==> config.mk <==
export PLATFORM = sky130hd
export DESIGN_NAME = issue_scoreboard
export DESIGN_NICKNAME = d
export VERILOG_FILES = /design/src/rtl/issue_scoreboard.sv
export SDC_FILE = /design/constraint.sdc
export NUM_CORES = 1
export LEC_CHECK = 0
export ABC_CLOCK_PERIOD_IN_PS = 5450
export CAP_MARGIN = 20
export CORE_ASPECT_RATIO = 1.4
export CORE_MARGIN = 4
export CORE_UTILIZATION = 49
export CTS_CLUSTER_SIZE = 30
export DETAILED_ROUTE_END_ITERATION = 8
export PLACE_DENSITY = 0.78
export SETUP_SLACK_MARGIN = 0.02
export SLEW_MARGIN = 20
export SYNTH_ARGS = -nofsm -noshare
export SYNTH_HDL_FRONTEND = slang
export SYNTH_SLANG_ARGS = --single-unit
==> constraint.sdc <==
create_clock -name clk -period 5.45 [get_ports clk]
set_clock_uncertainty 0.05 [all_clocks]
set_input_delay 1.635 -clock clk [delete_from_list [all_inputs] [get_ports clk]]
set_output_delay 1.635 -clock clk [all_outputs]
set_load 0.005 [all_outputs]
==> src/rtl/issue_scoreboard.sv <==
// Dual-issue hazard scheduler: per-register busy bits (int + fp), one
// non-pipelined divider resource, and the two decoder stall outputs.
module issue_scoreboard #(
  parameter int DIV_UNIT_BIT = 5,
  parameter int NUM_WB       = 2
) (
  input  logic        clk,
  input  logic        rst,
  input  logic        flush_i,
  input  logic        inst0_valid_i,
  input  logic        inst0_rs1_valid_i,
  input  logic        inst0_rs2_valid_i,
  input  logic        inst0_rs3_valid_i,
  input  logic [4:0]  inst0_rs1_i,
  input  logic [4:0]  inst0_rs2_i,
  input  logic [4:0]  inst0_rs3_i,
  input  logic [2:0]  inst0_rs_fp_i,
  input  logic [1:0]  inst0_rd_type_i,
  input  logic [4:0]  inst0_rd_i,
  input  logic [5:0]  inst0_exe_unit_i,
  input  logic        inst1_valid_i,
  input  logic        inst1_rs1_valid_i,
  input  logic        inst1_rs2_valid_i,
  input  logic        inst1_rs3_valid_i,
  input  logic [4:0]  inst1_rs1_i,
  input  logic [4:0]  inst1_rs2_i,
  input  logic [4:0]  inst1_rs3_i,
  input  logic [2:0]  inst1_rs_fp_i,
  input  logic [1:0]  inst1_rd_type_i,
  input  logic [4:0]  inst1_rd_i,
  input  logic [5:0]  inst1_exe_unit_i,
  input  logic        wb0_valid_i,
  input  logic [1:0]  wb0_rd_type_i,
  input  logic [4:0]  wb0_rd_i,
  input  logic        wb1_valid_i,
  input  logic [1:0]  wb1_rd_type_i,
  input  logic [4:0]  wb1_rd_i,
  input  logic        div_done_i,
  output logic        stall_decoder_inst0_o,
  output logic        stall_decoder_inst1_o,
  output logic [31:0] busy_int_o,
  output logic [31:0] busy_fp_o,
  output logic        div_busy_o
);

  typedef enum logic {DIV_IDLE, DIV_BUSY} div_state_e;

  logic [31:0] busy_int_q, busy_int_d;
  logic [31:0] busy_fp_q, busy_fp_d;
  div_state_e  div_state_q, div_state_d;

  logic [31:0] set_int, set_fp, clr_int, clr_fp;
  logic        div_busy;
  logic        hazard0, hazard1, pair_conflict;
  logic        inst0_wr, inst0_wr_fp;
  logic        issue0, issue1;
  logic        wb_err;

  // Source hit on a busy bit; int x0 is hardwired and never busy.
  function automatic logic src_hit(input logic v, input logic fp, input logic [4:0] idx,
                                   input logic [31:0] bi, input logic [31:0] bf);
    return v & (fp ? bf[idx] : ((idx != 5'd0) & bi[idx]));
  endfunction

  function automatic logic rd_hit(input logic [1:0] t, input logic [4:0] rd,
                                  input logic [31:0] bi, input logic [31:0] bf);
    return ((t == 2'd1) & (rd != 5'd0) & bi[rd]) | ((t == 2'd2) & bf[rd]);
  endfunction

  function automatic logic match_rd0(input logic v, input logic fp, input logic [4:0] idx,
                                     input logic w, input logic wfp, input logic [4:0] wrd);
    return v & w & (fp == wfp) & (idx == wrd);
  endfunction

  function automatic logic wb_bad(input logic v, input logic [1:0] t, input logic [4:0] rd,
                                  input logic [31:0] bi, input logic [31:0] bf,
                                  input logic [31:0] si, input logic [31:0] sf);
    return v & (((t == 2'd1) & (rd != 5'd0) & !bi[rd] & !si[rd]) |
                ((t == 2'd2) & !bf[rd] & !sf[rd]));
  endfunction

  assign div_busy = (div_state_q == DIV_BUSY);

  always_comb begin
    inst0_wr    = inst0_valid_i & (((inst0_rd_type_i == 2'd1) & (inst0_rd_i != 5'd0)) |
                                   (inst0_rd_type_i == 2'd2));
    inst0_wr_fp = (inst0_rd_type_i == 2'd2);

    hazard0 = inst0_valid_i & (
      src_hit(inst0_rs1_valid_i, inst0_rs_fp_i[0], inst0_rs1_i, busy_int_q, busy_fp_q) |
      src_hit(inst0_rs2_valid_i, inst0_rs_fp_i[1], inst0_rs2_i, busy_int_q, busy_fp_q) |
      src_hit(inst0_rs3_valid_i, inst0_rs_fp_i[2], inst0_rs3_i, busy_int_q, busy_fp_q) |
      rd_hit(inst0_rd_type_i, inst0_rd_i, busy_int_q, busy_fp_q) |
      (inst0_exe_unit_i[DIV_UNIT_BIT] & div_busy));

    hazard1 = inst1_valid_i & (
      src_hit(inst1_rs1_valid_i, inst1_rs_fp_i[0], inst1_rs1_i, busy_int_q, busy_fp_q) |
      src_hit(inst1_rs2_valid_i, inst1_rs_fp_i[1], inst1_rs2_i, busy_int_q, busy_fp_q) |
      src_hit(inst1_rs3_valid_i, inst1_rs_fp_i[2], inst1_rs3_i, busy_int_q, busy_fp_q) |
      rd_hit(inst1_rd_type_i, inst1_rd_i, busy_int_q, busy_fp_q) |
      (inst1_exe_unit_i[DIV_UNIT_BIT] & div_busy));

    // Intra-pair hazards against the older slot's destination.
    pair_conflict =
      match_rd0(inst1_rs1_valid_i, inst1_rs_fp_i[0], inst1_rs1_i, inst0_wr, inst0_wr_fp, inst0_rd_i) |
      match_rd0(inst1_rs2_valid_i, inst1_rs_fp_i[1], inst1_rs2_i, inst0_wr, inst0_wr_fp, inst0_rd_i) |
      match_rd0(inst1_rs3_valid_i, inst1_rs_fp_i[2], inst1_rs3_i, inst0_wr, inst0_wr_fp, inst0_rd_i) |
      match_rd0((inst1_rd_type_i == 2'd1) | (inst1_rd_type_i == 2'd2), inst1_rd_type_i == 2'd2,
                inst1_rd_i, inst0_wr, inst0_wr_fp, inst0_rd_i) |
      (inst0_valid_i & inst0_exe_unit_i[DIV_UNIT_BIT] & inst1_exe_unit_i[DIV_UNIT_BIT]);

    stall_decoder_inst0_o = hazard0;
    stall_decoder_inst1_o = inst1_valid_i & (hazard0 | hazard1 | pair_conflict);

    issue0 = inst0_valid_i & !stall_decoder_inst0_o & !flush_i;
    issue1 = inst1_valid_i & !stall_decoder_inst1_o & !flush_i;
  end

  always_comb begin
    set_int = '0;
    set_fp  = '0;
    clr_int = '0;
    clr_fp  = '0;
    if (issue0 && inst0_rd_type_i == 2'd1) set_int[inst0_rd_i] = 1'b1;
    if (issue0 && inst0_rd_type_i == 2'd2) set_fp[inst0_rd_i]  = 1'b1;
    if (issue1 && inst1_rd_type_i == 2'd1) set_int[inst1_rd_i] = 1'b1;
    if (issue1 && inst1_rd_type_i == 2'd2) set_fp[inst1_rd_i]  = 1'b1;
    if (wb0_valid_i && wb0_rd_type_i == 2'd1) clr_int[wb0_rd_i] = 1'b1;
    if (wb0_valid_i && wb0_rd_type_i == 2'd2) clr_fp[wb0_rd_i]  = 1'b1;
    if (wb1_valid_i && wb1_rd_type_i == 2'd1) clr_int[wb1_rd_i] = 1'b1;
    if (wb1_valid_i && wb1_rd_type_i == 2'd2) clr_fp[wb1_rd_i]  = 1'b1;

    // Set after clear: a same-cycle new writer is younger than the retiring one.
    if (flush_i) begin
      busy_int_d = '0;
      busy_fp_d  = '0;
    end else begin
      busy_int_d = (busy_int_q & ~clr_int) | set_int;
      busy_fp_d  = (busy_fp_q & ~clr_fp) | set_fp;
    end
    busy_int_d[0] = 1'b0;

    div_state_d = div_state_q;
    if (flush_i) begin
      div_state_d = DIV_IDLE;
    end else begin
      case (div_state_q)
        DIV_IDLE: if ((issue0 && inst0_exe_unit_i[DIV_UNIT_BIT]) ||
                      (issue1 && inst1_exe_unit_i[DIV_UNIT_BIT])) div_state_d = DIV_BUSY;
        DIV_BUSY: if (div_done_i) div_state_d = DIV_IDLE;
        default:  div_state_d = DIV_IDLE;
      endcase
    end

    // A writeback to an idle register is only tolerated when the bit is re-set this cycle.
    wb_err = !flush_i & (
      wb_bad(wb0_valid_i, wb0_rd_type_i, wb0_rd_i, busy_int_q, busy_fp_q, set_int, set_fp) |
      wb_bad(wb1_valid_i, wb1_rd_type_i, wb1_rd_i, busy_int_q, busy_fp_q, set_int, set_fp));
  end

  always_ff @(posedge clk) begin
    if (rst) begin
      busy_int_q  <= '0;
      busy_fp_q   <= '0;
      div_state_q <= DIV_IDLE;
    end else begin
      busy_int_q  <= busy_int_d;
      busy_fp_q   <= busy_fp_d;
      div_state_q <= div_state_d;
      assert (!wb_err && NUM_WB == 2) else $error("writeback cleared a register that was not busy");
    end
  end

  assign busy_int_o = busy_int_q;
  assign busy_fp_o  = busy_fp_q;
  assign div_busy_o = div_busy;

endmodule

==> report_table.html, run 1 <==
<table>
<tr><th>Metric</th><th>Value</th></tr>
<tr><th colspan="2">Route</th></tr>
<tr><td>Total number of vias</td><td>11,220</td></tr>
<tr><td>Pre-Repair DR Iteration Count</td><td>7</td></tr>
<tr><td>Drt drc</td><td>0</td></tr>
<tr><td>Wire length reported by the detailed router</td><td>45,940 um</td></tr>
<tr><td>Number of vias per cell</td><td>7.766</td></tr>
<tr><td>1st-iter DRT viols</td><td>1,821</td></tr>
<tr><td>Per-cell routed wire length</td><td>31.79 um</td></tr>
<tr><td>ANT nets after route</td><td>0</td></tr>
<tr><th colspan="2">Power</th></tr>
<tr><td>Internal power summed over all cells</td><td>0.001147 W</td></tr>
<tr><td>Cell area power density</td><td>131.9 nW/um^2</td></tr>
<tr><td>Power share of the combinational group</td><td>0.336</td></tr>
<tr><td>Leakage</td><td>4.520 nW</td></tr>
<tr><td>Switch share</td><td>0.3063</td></tr>
<tr><td>Largest voltage drop on the vdd net</td><td>0.1613 mV</td></tr>
<tr><td>Share of power burned in registers</td><td>0.285</td></tr>
<tr><td>Switching power</td><td>0.0005064 W</td></tr>
<tr><td>Power share of the clock group</td><td>0.379</td></tr>
<tr><th colspan="2">Synth</th></tr>
<tr><td>Share of the synthesized area in the top cell type</td><td>0.2634</td></tr>
<tr><td>Fraction of synthesis flops using an asynchronous set or reset pin</td><td>0</td></tr>
<tr><td>Main area contributors after synthesis</td><td>mux4_2 26%, dfxtp_1 15%, mux2i_1 6.8%</td></tr>
<tr><td>Top cell types by occurrence after synthesis</td><td>100 x mux4_2, 64 x dfxtp_1, 59 x nand2_1</td></tr>
<tr><td>Average cell area after synthesis</td><td>9.345 um^2</td></tr>
<tr><td>Count of distinct cell types in the synthesized netlist</td><td>66</td></tr>
<tr><td>Primary FF master, synth</td><td>dfxtp_1</td></tr>
<tr><td>Largest area contributor in the synthesized netlist</td><td>mux4_2</td></tr>
<tr><td>Fraction of the yosys area taken by sequential cells</td><td>0.1498</td></tr>
<tr><td>Number of synthesis warnings</td><td>0</td></tr>
<tr><td>Synth Net Count</td><td>1,007</td></tr>
<tr><td>Most instantiated library cell after synthesis</td><td>mux4_2</td></tr>
<tr><td>Number of synthesized flops with an enable pin</td><td>0</td></tr>
<tr><td>Number of standard cells after synthesis</td><td>915</td></tr>
<tr><td>Post-synthesis cell area</td><td>8551 um^2</td></tr>
<tr><td>FF+latch count, synth</td><td>64</td></tr>
<tr><th colspan="2">Clocking</th></tr>
<tr><td>Cts bufs inserted</td><td>9</td></tr>
<tr><td>CTS sink count</td><td>64</td></tr>
<tr><td>CTS Buffer Depth</td><td>2</td></tr>
<tr><td>Clock insertion delay at the later pin of the skew report</td><td>0.34 ns</td></tr>
<tr><td>Clock Pin Slew Worst Setup and Hold Paths</td><td>0.06 ns</td></tr>
<tr><td>Buffer type at the clock tree root</td><td>clkbuf_16</td></tr>
<tr><td>CTS H-Tree Depth</td><td>3</td></tr>
<tr><td>Clock tree from TritonCTS</td><td>done</td></tr>
<tr><th colspan="2">Timing</th></tr>
<tr><td>Final hold slack</td><td>0.6534 ns</td></tr>
<tr><td>Total count of max-transition violations in the final report</td><td>0</td></tr>
<tr><td>Setup ws final</td><td>-0.1621 ns</td></tr>
<tr><td>Final critical delay including setup and external delays</td><td>5.612 ns</td></tr>
<tr><td>Slew at the pin closest to its max-slew limit</td><td>1.120 ns</td></tr>
<tr><td>Final setup violation count</td><td>1</td></tr>
<tr><td>Count of endpoints failing hold in the final timing report</td><td>0</td></tr>
<tr><td>Unrepaired setup endpoints after global routing</td><td>yes</td></tr>
<tr><td>Max-slew headroom</td><td>0.2519</td></tr>
<tr><td>Highest attainable clock frequency</td><td>178.2 MHz</td></tr>
<tr><td>Period Utilization, post-route</td><td>1.030</td></tr>
<tr><th colspan="2">Final layout</th></tr>
<tr><td>Fraction of final layout cells with drive strength greater than 1</td><td>0.3589</td></tr>
<tr><td>Fillers</td><td>1,239</td></tr>
<tr><td>Layout Utilization</td><td>0.7391</td></tr>
<tr><td>Area grow syn2layout</td><td>46.56%</td></tr>
<tr><td>Area used by multi-input combinational logic</td><td>7226 um^2</td></tr>
<tr><td>Area of all sequential standard cells</td><td>1281 um^2</td></tr>
<tr><td>Total Nets Final</td><td>1,299</td></tr>
<tr><th colspan="2">Critical path</th></tr>
<tr><td>Category of the worst setup path capture point</td><td>output pin</td></tr>
<tr><td>Buffering stage count on the worst path with inverters included</td><td>6</td></tr>
<tr><td>Top cell family by delay on the critical path</td><td>compound AO/OA/AOI/OAI gates</td></tr>
<tr><td>Cells traversed along the worst timing path</td><td>buf_6 -&gt; buf_12 -&gt; buf_4 -&gt; buf_4 -&gt; nor2b_4 -&gt; a221oi_2 -&gt; a211oi_2 -&gt; a221oi_4 -&gt; o32ai_4 -&gt; buf_6 -&gt; o41ai_4 -&gt; a21oi_2 -&gt; buf_2</td></tr>
<tr><td>Slowest stage cell, crit path</td><td>o41ai_4</td></tr>
<tr><td>Register-to-register path setup slack</td><td>1.22 ns</td></tr>
<tr><td>Required time of the worst setup path</td><td>3.76 ns</td></tr>
<tr><td>Depth of the worst register-to-register path</td><td>21</td></tr>
<tr><td>Worst path max stage delay</td><td>0.39 ns</td></tr>
<tr><td>WS Path Type</td><td>primary input to output pin</td></tr>
<tr><td>Arrival time of data at the critical path endpoint</td><td>3.93 ns</td></tr>
<tr><td>Startpoint type of the worst setup path</td><td>primary input</td></tr>
<tr><td>Crit Reg-Reg Endpoint</td><td>div_busy_o$_SDFF_PP0_</td></tr>
<tr><td>Critical R2R Launch</td><td>busy_fp_o[19]$_SDFF_PP0_</td></tr>
<tr><td>Critical path fanouts, max</td><td>8</td></tr>
<tr><th colspan="2">Die</th></tr>
<tr><td>Initial core utilization</td><td>0.5043</td></tr>
<tr><td>Core Footprint</td><td>16,960 um^2</td></tr>
<tr><td>DIE AREA</td><td>19,660 um^2</td></tr>
<tr><td>Die extent in x</td><td>119.6 um</td></tr>
<tr><td>Site Rows</td><td>56</td></tr>
<tr><td>Die H</td><td>164.3 um</td></tr>
<tr><td>Top Ports</td><td>157</td></tr>
<tr><th colspan="2">GRT</th></tr>
<tr><td>Initial antenna violation count</td><td>2</td></tr>
<tr><td>Final global-route overflow total</td><td>0</td></tr>
<tr><td>Global routing usage summed across all routing layers</td><td>0.4487</td></tr>
<tr><td>First-pass GRT wire length</td><td>66,190 um</td></tr>
<tr><td>Maximum number of pins on one net before global-route repair</td><td>36</td></tr>
<tr><td>Vias in the first global route</td><td>11,050</td></tr>
<tr><th colspan="2">Placed design</th></tr>
<tr><td>Final HPWL from detailed placement</td><td>30,790 um</td></tr>
<tr><td>Final estimated routing congestion in global placement</td><td>1.044</td></tr>
<tr><td>Port-buffer cells</td><td>145</td></tr>
<tr><th colspan="2">Outcome</th></tr>
<tr><td>Status</td><td>finished, violations left</td></tr>
<tr><td>Violated checks</td><td>setup timing</td></tr>
<tr><th colspan="2">Min path</th></tr>
<tr><td>Worst hold path cell count</td><td>3</td></tr>
<tr><td>Worst Hold End</td><td>div_busy_o$_SDFF_PP0_</td></tr>
<tr><td>Hold crit path type</td><td>flop to flop</td></tr>
<tr><td>Startpoint of the worst hold path</td><td>div_busy_o$_SDFF_PP0_</td></tr>
<tr><th colspan="2">Run</th></tr>
<tr><td>Max-cap violations</td><td>0</td></tr>
</table>
==> registers in the layout, indices dropped and copies added (netlist names) <==
register	flops
busy_fp_o	32
busy_int_o	31
div_busy_o	1
==> final cells by class <==
cell class	instances	share of cell area
well taps	232	0.02316
clock buffers	10	0.01827
flip-flops and latches	64	0.1022
repair buffers	366	0.2664
multi-input cells	747	0.5766
diodes	1	0.0001997
inverters	19	0.005691
clock inverters	6	0.007488
==> logic make-up after synthesis <==
| logic type | Yosys count | synth area share |
|---|---|---|
| flip-flops | 64 | 0.1498 |
| AO/OA/AOI/OAI | 282 | 0.2485 |
| buffers and inverters | 104 | 0.05077 |
| other | 1 | 0.0004386 |
| AND/OR/NAND/NOR | 261 | 0.1667 |
| XOR/XNOR | 24 | 0.02458 |
| adder cells (fa/ha/maj) | 2 | 0.002926 |
| multiplexers | 177 | 0.3563 |
==> power groups by stage <==
stage / sequential, W / clock [W] / combinational (W)
after detailed placement: 0.000481 / 0 / 0.000459
after global routing: 0.000471 / 0.000641 / 0.000580
after floorplan: 0.000480 / 0 / 0.000239
after CTS: 0.000471 / 0.000626 / 0.000515
final: 0.000472 / 0.000626 / 0.000555
after global placement: 0.000481 / 0 / 0.000454
==> layer usage <==
| metal | vias up | share of wire | track usage |
|---|---|---|---|
| li1 | 4401 | - | - |
| met2 | 1251 | 0.43 | 0.6872 |
| met1 | 5124 | 0.30 | 0.5060 |
| met3 | 446 | 0.16 | 0.1385 |
| met4 | 0 | 0.12 | 0.3887 |
| met5 | - | 0 | 0 |
==> cell usage in the layout, fill, tap and decap left out, types with 6 or more instances in the layout <==
cell type          n
buf_4            182
clkdlybuf4s50_1  110
mux4_2           100
dfxtp_1           64
nand2_1           59
mux2i_1           54
a22oi_1           48
a32oi_1           43
o31ai_1           42
nor2_1            35
nand3_1           30
buf_6             29
nand2b_1          25
a21oi_1           24
inv_1             18
mux2_2            17
o21ai_0           17
dlygate4sd2_1     17
nor2b_1           16
a221oi_1          16
nor3_1            16
xor2_1            15
nand4_1           12
o22ai_1           11
o221ai_1          10
buf_12            10
nor3b_1            9
o211ai_1           9
xnor2_1            9
clkbuf_16          9
buf_2              8
nor4_2             7
nand3b_1           6
==> worst max path at each step <==
stage / slack [ns] / start / end / depth (start not counted)
floorplan: 0.03 / inst0_rs2_i[0] / stall_decoder_inst1_o / 9
global placement: -0.92 / inst1_rs3_i[0] / stall_decoder_inst1_o / 9
detailed placement: -0.97 / inst0_rs2_i[0] / stall_decoder_inst1_o / 10
CTS: -0.08 / inst0_rs3_i[1] / stall_decoder_inst1_o / 10
global route: -0.20 / inst0_rs3_i[1] / stall_decoder_inst1_o / 11
finish: -0.16 / inst0_rs2_i[0] / stall_decoder_inst1_o / 13
==> stage by stage <==
step           setup slack, ns  std cells  setup TNS (ns)  instance area [um^2]  total power [W]
4_1_cts               -0.07617       1428        -0.07617                 12240         0.001612
3_3_place_gp           -0.9198       1380          -1.774                 11340        0.0009357
6_report               -0.1621       1445         -0.1621                 12530         0.001653
5_1_grt                -0.1988       1444         -0.2621                 12530         0.001692
2_1_floorplan          0.02956        915               0                  8571        0.0007189
3_5_place_dp           -0.9704       1380          -1.890                 11340        0.0009406
==> worst min-delay path, delay by kind of cell (launching register included) <==
kind	cells	cell delay, ns
AOI/OAI and AO/OA	1	0.10
DFF	1	0.41
and+or+nand+nor	2	0.15
==> timing repair <==
| action | in CTS | in global routing |
|---|---|---|
| resized for setup | 148 | 52 |
| setup buffers | 30 | 18 |
| endpoints found under the hold margin | 0 | 0 |
| gates cloned | 3 | 0 |
| pin swaps | 30 | 21 |
| setup endpoints to repair | 2 | 2 |
| hold buffers | 0 | 0 |
(Power assumes the default switching activity.)
==> inputs of run 2 (changes only) <==
Settings changed: CAP_MARGIN 20 to default.
==> results of run 2 <==
Final layout, timing and power as in run 1 (identical DEF).
